--- config.mk ---
export PLATFORM = sky130hd
export DESIGN_NAME = invader_board
export DESIGN_NICKNAME = d
export VERILOG_FILES = /design/src/rtl/invader_board.sv
export SDC_FILE = /design/constraint.sdc
export NUM_CORES = 1
export LEC_CHECK = 0
export CAP_MARGIN = 25
export CELL_PAD_IN_SITES_DETAIL_PLACEMENT = 2
export CELL_PAD_IN_SITES_GLOBAL_PLACEMENT = 2
export CORE_MARGIN = 2
export CORE_UTILIZATION = 32
export DETAILED_ROUTE_END_ITERATION = 12
export HOLD_SLACK_MARGIN = 0.08
export PLACE_DENSITY = 0.9
export SKIP_LAST_GASP = 1
export SLEW_MARGIN = 20
export SYNTH_ARGS = -nofsm -noshare
export SYNTH_HDL_FRONTEND = slang
export SYNTH_SLANG_ARGS = --single-unit
--- constraint.sdc ---
create_clock -name clk -period 10.5 [get_ports clk]
set_input_delay 3.15 -clock clk [delete_from_list [all_inputs] [get_ports clk]]
set_output_delay 3.15 -clock clk [all_outputs]
set_load 0.005 [all_outputs]
--- src/rtl/invader_board.sv ---
// Purpose : Space Invaders board engine: alien formation, player, single laser, win/lose flags.
// Latency : state updates on the clk edge that samples a tick/button edge; outputs decode state with 0 cycles of latency.
// Backpres: none; fire requests that arrive while a laser is in flight are dropped, not queued.
//
// Ports:
//   clk, rst          - single clock, synchronous active-high reset
//   block_tick        - one-cycle enable: formation marches one step
//   laser_tick        - one-cycle enable: laser climbs one row
//   player_move_tick  - one-cycle enable: player may move (btn_adj / btn_left_right)
//   btn_shoot         - level; the rising edge fires when no laser is active
//   state_matrix_out  - 2 bits per cell, cell i = r*x_size+c (00 empty, 01 alien, 10 player, 11 laser)
//   alien_count       - live aliens
//   game_over/game_won - sticky end-of-game flags; either one freezes the board until rst
module invader_board #(
    parameter int x_size       = 8,
    parameter int y_size       = 10,
    parameter int x_num_blocks = 4,
    parameter int y_num_blocks = 3
) (
    input  logic                                          clk,
    input  logic                                          rst,
    input  logic                                          block_tick,
    input  logic                                          laser_tick,
    input  logic                                          player_move_tick,
    input  logic                                          btn_adj,
    input  logic                                          btn_left_right,
    input  logic                                          btn_shoot,
    output logic [2*x_size*y_size-1:0]                    state_matrix_out,
    output logic [$clog2(x_num_blocks*y_num_blocks+1)-1:0] alien_count,
    output logic                                          game_over,
    output logic                                          game_won
);

    localparam int col_w     = $clog2(x_size);
    localparam int row_w     = $clog2(y_size);
    localparam int cnt_w     = $clog2(x_num_blocks*y_num_blocks+1);
    localparam int num_alien = x_num_blocks * y_num_blocks;

    localparam logic [col_w-1:0] col_max    = col_w'(x_size - 1);
    localparam logic [col_w-1:0] col_start  = col_w'(x_size / 2);
    localparam logic [row_w-1:0] row_spawn  = row_w'(y_size - 2);
    localparam logic [cnt_w-1:0] cnt_start  = cnt_w'(num_alien);

    // Row-major alien bitmap: alien_map[row][col], row 0 at the top.
    typedef logic [y_size-1:0][x_size-1:0] map_t;

    typedef struct packed {
        logic             active;
        logic [row_w-1:0] row;
        logic [col_w-1:0] col;
    } laser_t;

    function automatic map_t init_map();
        map_t m;
        m = '0;
        for (int r = 0; r < y_num_blocks; r++) begin
            for (int c = 0; c < x_num_blocks; c++) begin
                m[r][c] = 1'b1;
            end
        end
        return m;
    endfunction

    localparam map_t map_init = init_map();

    // ------------------------------------------------------------------
    // State
    // ------------------------------------------------------------------
    map_t             alien_map;
    logic             dir;          // 1 = marching right
    logic [col_w-1:0] player_col;
    laser_t           laser;
    logic             shoot_prev;
    logic [cnt_w-1:0] alien_cnt;
    logic             over_q;
    logic             won_q;

    // Next-state
    map_t             map_n;
    logic             dir_n;
    logic [col_w-1:0] pcol_n;
    laser_t           laser_n;
    logic [cnt_w-1:0] cnt_n;
    logic             over_n;
    logic             won_n;

    logic             frozen;
    logic             fire;
    logic             edge_hit;
    logic             bottom_hit;

    assign frozen = over_q | won_q;

    // ------------------------------------------------------------------
    // Next-state logic. Order inside one cycle: formation and laser move
    // (or spawn) first, then a single collision check on the resulting
    // positions, then the loss/win evaluation on the post-collision map.
    // ------------------------------------------------------------------
    always_comb begin
        map_n      = alien_map;
        dir_n      = dir;
        pcol_n     = player_col;
        laser_n    = laser;
        cnt_n      = alien_cnt;
        over_n     = over_q;
        won_n      = won_q;
        fire       = 1'b0;
        edge_hit   = 1'b0;
        bottom_hit = 1'b0;

        if (!frozen) begin
            // Formation: march sideways, or step down and turn around when
            // the leading edge column is occupied.
            if (block_tick) begin
                for (int r = 0; r < y_size; r++) begin
                    edge_hit = edge_hit | (dir ? alien_map[r][x_size-1] : alien_map[r][0]);
                end
                if (edge_hit) begin
                    map_n[0] = '0;
                    for (int r = 1; r < y_size; r++) begin
                        map_n[r] = alien_map[r-1];
                    end
                    dir_n = ~dir;
                end else begin
                    for (int r = 0; r < y_size; r++) begin
                        map_n[r] = dir ? (alien_map[r] << 1) : (alien_map[r] >> 1);
                    end
                end
            end

            // Player: saturating move.
            if (player_move_tick && btn_adj) begin
                if (btn_left_right) begin
                    if (player_col != col_max) pcol_n = player_col + col_w'(1);
                end else begin
                    if (player_col != '0) pcol_n = player_col - col_w'(1);
                end
            end

            // Fire spawns from the pre-move column and suppresses the
            // laser_tick in the same cycle (a fresh laser never advances on
            // its spawn edge).
            fire = btn_shoot && !shoot_prev && !laser.active;
            if (fire) begin
                laser_n.active = 1'b1;
                laser_n.row    = row_spawn;
                laser_n.col    = player_col;
            end else if (laser_tick && laser.active) begin
                if (laser.row == '0) begin
                    laser_n.active = 1'b0;
                end else begin
                    laser_n.row = laser.row - row_w'(1);
                end
            end

            // Collision on post-move positions. A laser and an alien that
            // swap cells in the same edge are deliberately not detected.
            if (laser_n.active && map_n[laser_n.row][laser_n.col]) begin
                map_n[laser_n.row][laser_n.col] = 1'b0;
                laser_n.active                  = 1'b0;
                cnt_n                           = alien_cnt - cnt_w'(1);
            end

            // Loss is checked after the kill, so a shot that clears the
            // last bottom-row alien saves the game. With no aliens left
            // the bottom row is empty, so loss and win are exclusive.
            bottom_hit = |map_n[y_size-1];
            if (bottom_hit) over_n = 1'b1;
            if (cnt_n == '0) won_n = 1'b1;
        end
    end

    // ------------------------------------------------------------------
    // State registers
    // ------------------------------------------------------------------
    always_ff @(posedge clk) begin
        if (rst) begin
            alien_map  <= map_init;
            dir        <= 1'b1;
            player_col <= col_start;
            laser      <= '0;
            shoot_prev <= 1'b1;     // a button held through reset must not fire
            alien_cnt  <= cnt_start;
            over_q     <= 1'b0;
            won_q      <= 1'b0;
        end else begin
            alien_map  <= map_n;
            dir        <= dir_n;
            player_col <= pcol_n;
            laser      <= laser_n;
            shoot_prev <= btn_shoot; // keeps tracking even while frozen
            alien_cnt  <= cnt_n;
            over_q     <= over_n;
            won_q      <= won_n;
        end
    end

    // ------------------------------------------------------------------
    // Board decode, priority laser > player > alien > empty.
    // ------------------------------------------------------------------
    logic [1:0] cell_code;

    always_comb begin
        state_matrix_out = '0;
        cell_code        = 2'b00;
        for (int r = 0; r < y_size; r++) begin
            for (int c = 0; c < x_size; c++) begin
                cell_code = 2'b00;
                if (alien_map[r][c]) cell_code = 2'b01;
                if ((r == y_size - 1) && (c == int'(player_col))) cell_code = 2'b10;
                if (laser.active && (r == int'(laser.row)) && (c == int'(laser.col))) cell_code = 2'b11;
                state_matrix_out[2*(r*x_size+c) +: 2] = cell_code;
            end
        end
    end

    assign alien_count = alien_cnt;
    assign game_over   = over_q;
    assign game_won    = won_q;

endmodule

==> impl_metrics.json <==
{
  "run_status": "finished clean",
  "slowest_delay_ns": 0.66,
  "p_int_uw": 918,
  "drt_wl_total_um": 51800,
  "synth_area_leaders": "dfxtp_1 (22%), nor2_1 (7.9%), mux2i_1 (7.4%)",
  "worstMarginPinSlew_ns": 1.15,
  "arrival_ns": 8.04,
  "path_clk_slew_ns": 0.08,
  "grt_pass1_wl_um": 77200,
  "final_antenna_net_count": 0,
  "io_buffers": 173,
  "synth-simple-area-share_pct": 32.4,
  "placed_area_um2": 10800,
  "yosys.area.top_type_share_pct": 22.1,
  "first_iter_violations": 1429,
  "remaining_drc_errors": 0,
  "fmax_mhz": 129,
  "synthXorXnorAreaFrac_pct": 0.391,
  "rsz0062_at_grt": "no",
  "area_delta_synth_final_pct": 24.4,
  "ys.flop_type": "dfxtp_1",
  "skew_ns": 0.0108,
  "max_slew_margin_pct": 23.3,
  "place_congestion": 1.02,
  "p_leak_uw": 0.00399,
  "critical_path_class": "in2reg",
  "synth_top_family_by_area": "simple AND/OR/NAND/NOR gates",
  "die-area_um2": 29300,
  "async_flop_share_pct": 0,
  "finalCriticalPeriod_ns": 7.76,
  "antenna_cells": 0,
  "p_sw_share_pct": 47.8,
  "critPathRequiredTime_ns": 10.78,
  "core_um2": 27600,
  "final_hold_viol_count": 0,
  "cts_resized": 0,
  "clkPwrFrac_pct": 22.2,
  "syn_inst": 1292,
  "viasPerCell": 6.71,
  "fin_area_um2": 11100,
  "post_cts_buffers": 0,
  "slew_viol_final": 0,
  "vias": 11800,
  "syn-num-nets": 1306,
  "avgSynthCellArea_um2": 6.93,
  "synth_top_cell_by_area": "dfxtp_1",
  "place_hpwl_um": 35900,
  "cts_tree": "done",
  "yosysWarnings": 0,
  "netlist_area_um2": 8950,
  "final_common_cell": "nor2_1",
  "first_pass_iters": 5,
  "routedWlPerCell_um": 29.4,
  "whs_path_depth": 2,
  "antenna_found_initial": 1,
  "cp_cell_sequence": "clkdlybuf4s50_1 -> nor3b_4 -> mux2i_1 -> nand2_1 -> or4_1 -> o221a_2 -> nand3_1 -> or2_2 -> buf_4 -> nor3_1 -> o31ai_1",
  "drive_gt1_share_pct": 10.3,
  "min-delay-start": "alien_map[74]",
  "finalCritPeriodShare_pct": 73.9,
  "power_frac_seq_pct": 31.2,
  "crit_start": "btn_shoot",
  "ys_seq_elements": 99,
  "grt_usage_pct": 34.7,
  "ys_seq_area_share_pct": 22.1,
  "final-setup-viol-count": 0,
  "critPathCaptureType": "register",
  "die_x_um": 171,
  "grt_pass1_vias": 12200,
  "layout_common_cells": "nor2_1 (188), clkdlybuf4s50_1 (171), nand2_1 (137), dfxtp_1 (98), a21oi_1 (95)",
  "synth_compound_area_share_pct": 29.6,
  "start_kind": "input pin",
  "synth.distinct_cells": 89,
  "muxShareOfSynthArea_pct": 8.30,
  "setup_tns_ns": 0,
  "synth_edf_count": 0,
  "p_switching_uw": 841,
  "numCtsBuffers": 9,
  "grt_max_degree": 93,
  "die_h_um": 171,
  "critPathTopFamily": "simple AND/OR/NAND/NOR gates",
  "overflow": 0,
  "clk_latency_ns": 0.38,
  "hp-class": "reg2reg",
  "ir_worst_vdd_uv": 100,
  "ios": 174,
  "rr_startpoint": "dir",
  "start_util_pct": 32.4,
  "rows": 61,
  "hold_buffers": 0,
  "layout.nets": 1394,
  "cp_slowest_cell": "nor3b_4",
  "r2r_cells": 14,
  "maxCapViolations": 0,
  "crit_fanout": 35,
  "synth-adder-area-share_pct": 0.923,
  "power_density_nw_per_um2": 158,
  "cts.path.max_buffers": 2,
  "worst-path-buf-inv": 2,
  "power_frac_comb_pct": 46.6,
  "clock_sinks": 99,
  "fill_cells": 3231,
  "cts-root-buf": "clkbuf_16",
  "cp.depth": 11,
  "htree_levels": 3
}
power groups by stage:
stage                     Combinational [uW]  Sequential [uW]  Clock (uW)
final                                    821              549         390
after global routing                     858              555         401
after CTS                                791              542         386
after detailed placement                 781              551           0
after global placement                   747              549           0
after floorplan                          523              476           0
metal layers:
layer / track usage, % / wire length (um)
met4: 20.2 / 3120
met5: 0 / 13
met1: 43.0 / 20500
met3: 6.88 / 4530
met2: 56.0 / 23600
final timing paths:
path                   end  slack (ns)
max          alien_map[19]        2.74
min          alien_map[74]        0.53
max reg2reg   alien_map[9]        4.67
min reg2reg  alien_map[74]        0.53
Yosys cell counts (all sizes together), types with 12 or more instances:
master,instances
a31oi,16
dfxtp,99
or2,71
nand3,35
a221oi,32
mux2i,66
nor4,15
clkbuf,65
nor3,63
o21ai,70
a22oi,18
and3,13
a21oi,95
or3,15
nor2b,12
o31ai,49
nor2,190
nand2,139
inv,15
buf,47
a211oi,12
worst register-to-register path, delay by kind of cell (launching register included):
family	cells	cell delay, ns
flip-flops	1	0.92
AND/OR/NAND/NOR	6	1.83
AO/OA/AOI/OAI	5	1.65
buffers and inverters	3	1.32
cells by family after synthesis:
| family | after synthesis |
|---|---|
| flops | 99 |
| buf+inv | 127 |
| compound gates | 386 |
| xor+xnor | 4 |
| mux | 73 |
| simple gates | 597 |
| fa+ha+maj | 6 |
flip-flops by register name (all words and copies together), names as in the netlist:
signal,cells
shoot_prev,1
player_col,3
alien_map,80
game_won,1
game_over,1
dir,1
laser,8
alien_count,4
cell type report:
cell class | instances | area [um2] | area share [%]
clock buffer | 10 | 250 | 2.25
tap | 378 | 473 | 4.25
sequential | 99 | 1990 | 17.8
multi-input combinational | 1066 | 6420 | 57.7
clock inverter | 6 | 76.3 | 0.685
timing repair buffer | 189 | 1870 | 16.8
inverter | 15 | 56.3 | 0.506
per-stage QoR:
step	instances	hold WS [ns]	power (uW)	utilization, %	setup slack (ns)
4_1_cts	1762	0.531	1720	40.2	2.60
6_report	1763	0.531	1760	40.3	2.74
5_1_grt	1763	0.569	1810	40.3	2.53
3_5_place_dp	1746	0.526	1330	39.0	2.33
3_3_place_gp	1746	0.503	1300	39.0	2.48
2_1_floorplan	1292	0.465	999	-	4.52
Power figures use the tool's default switching activity.
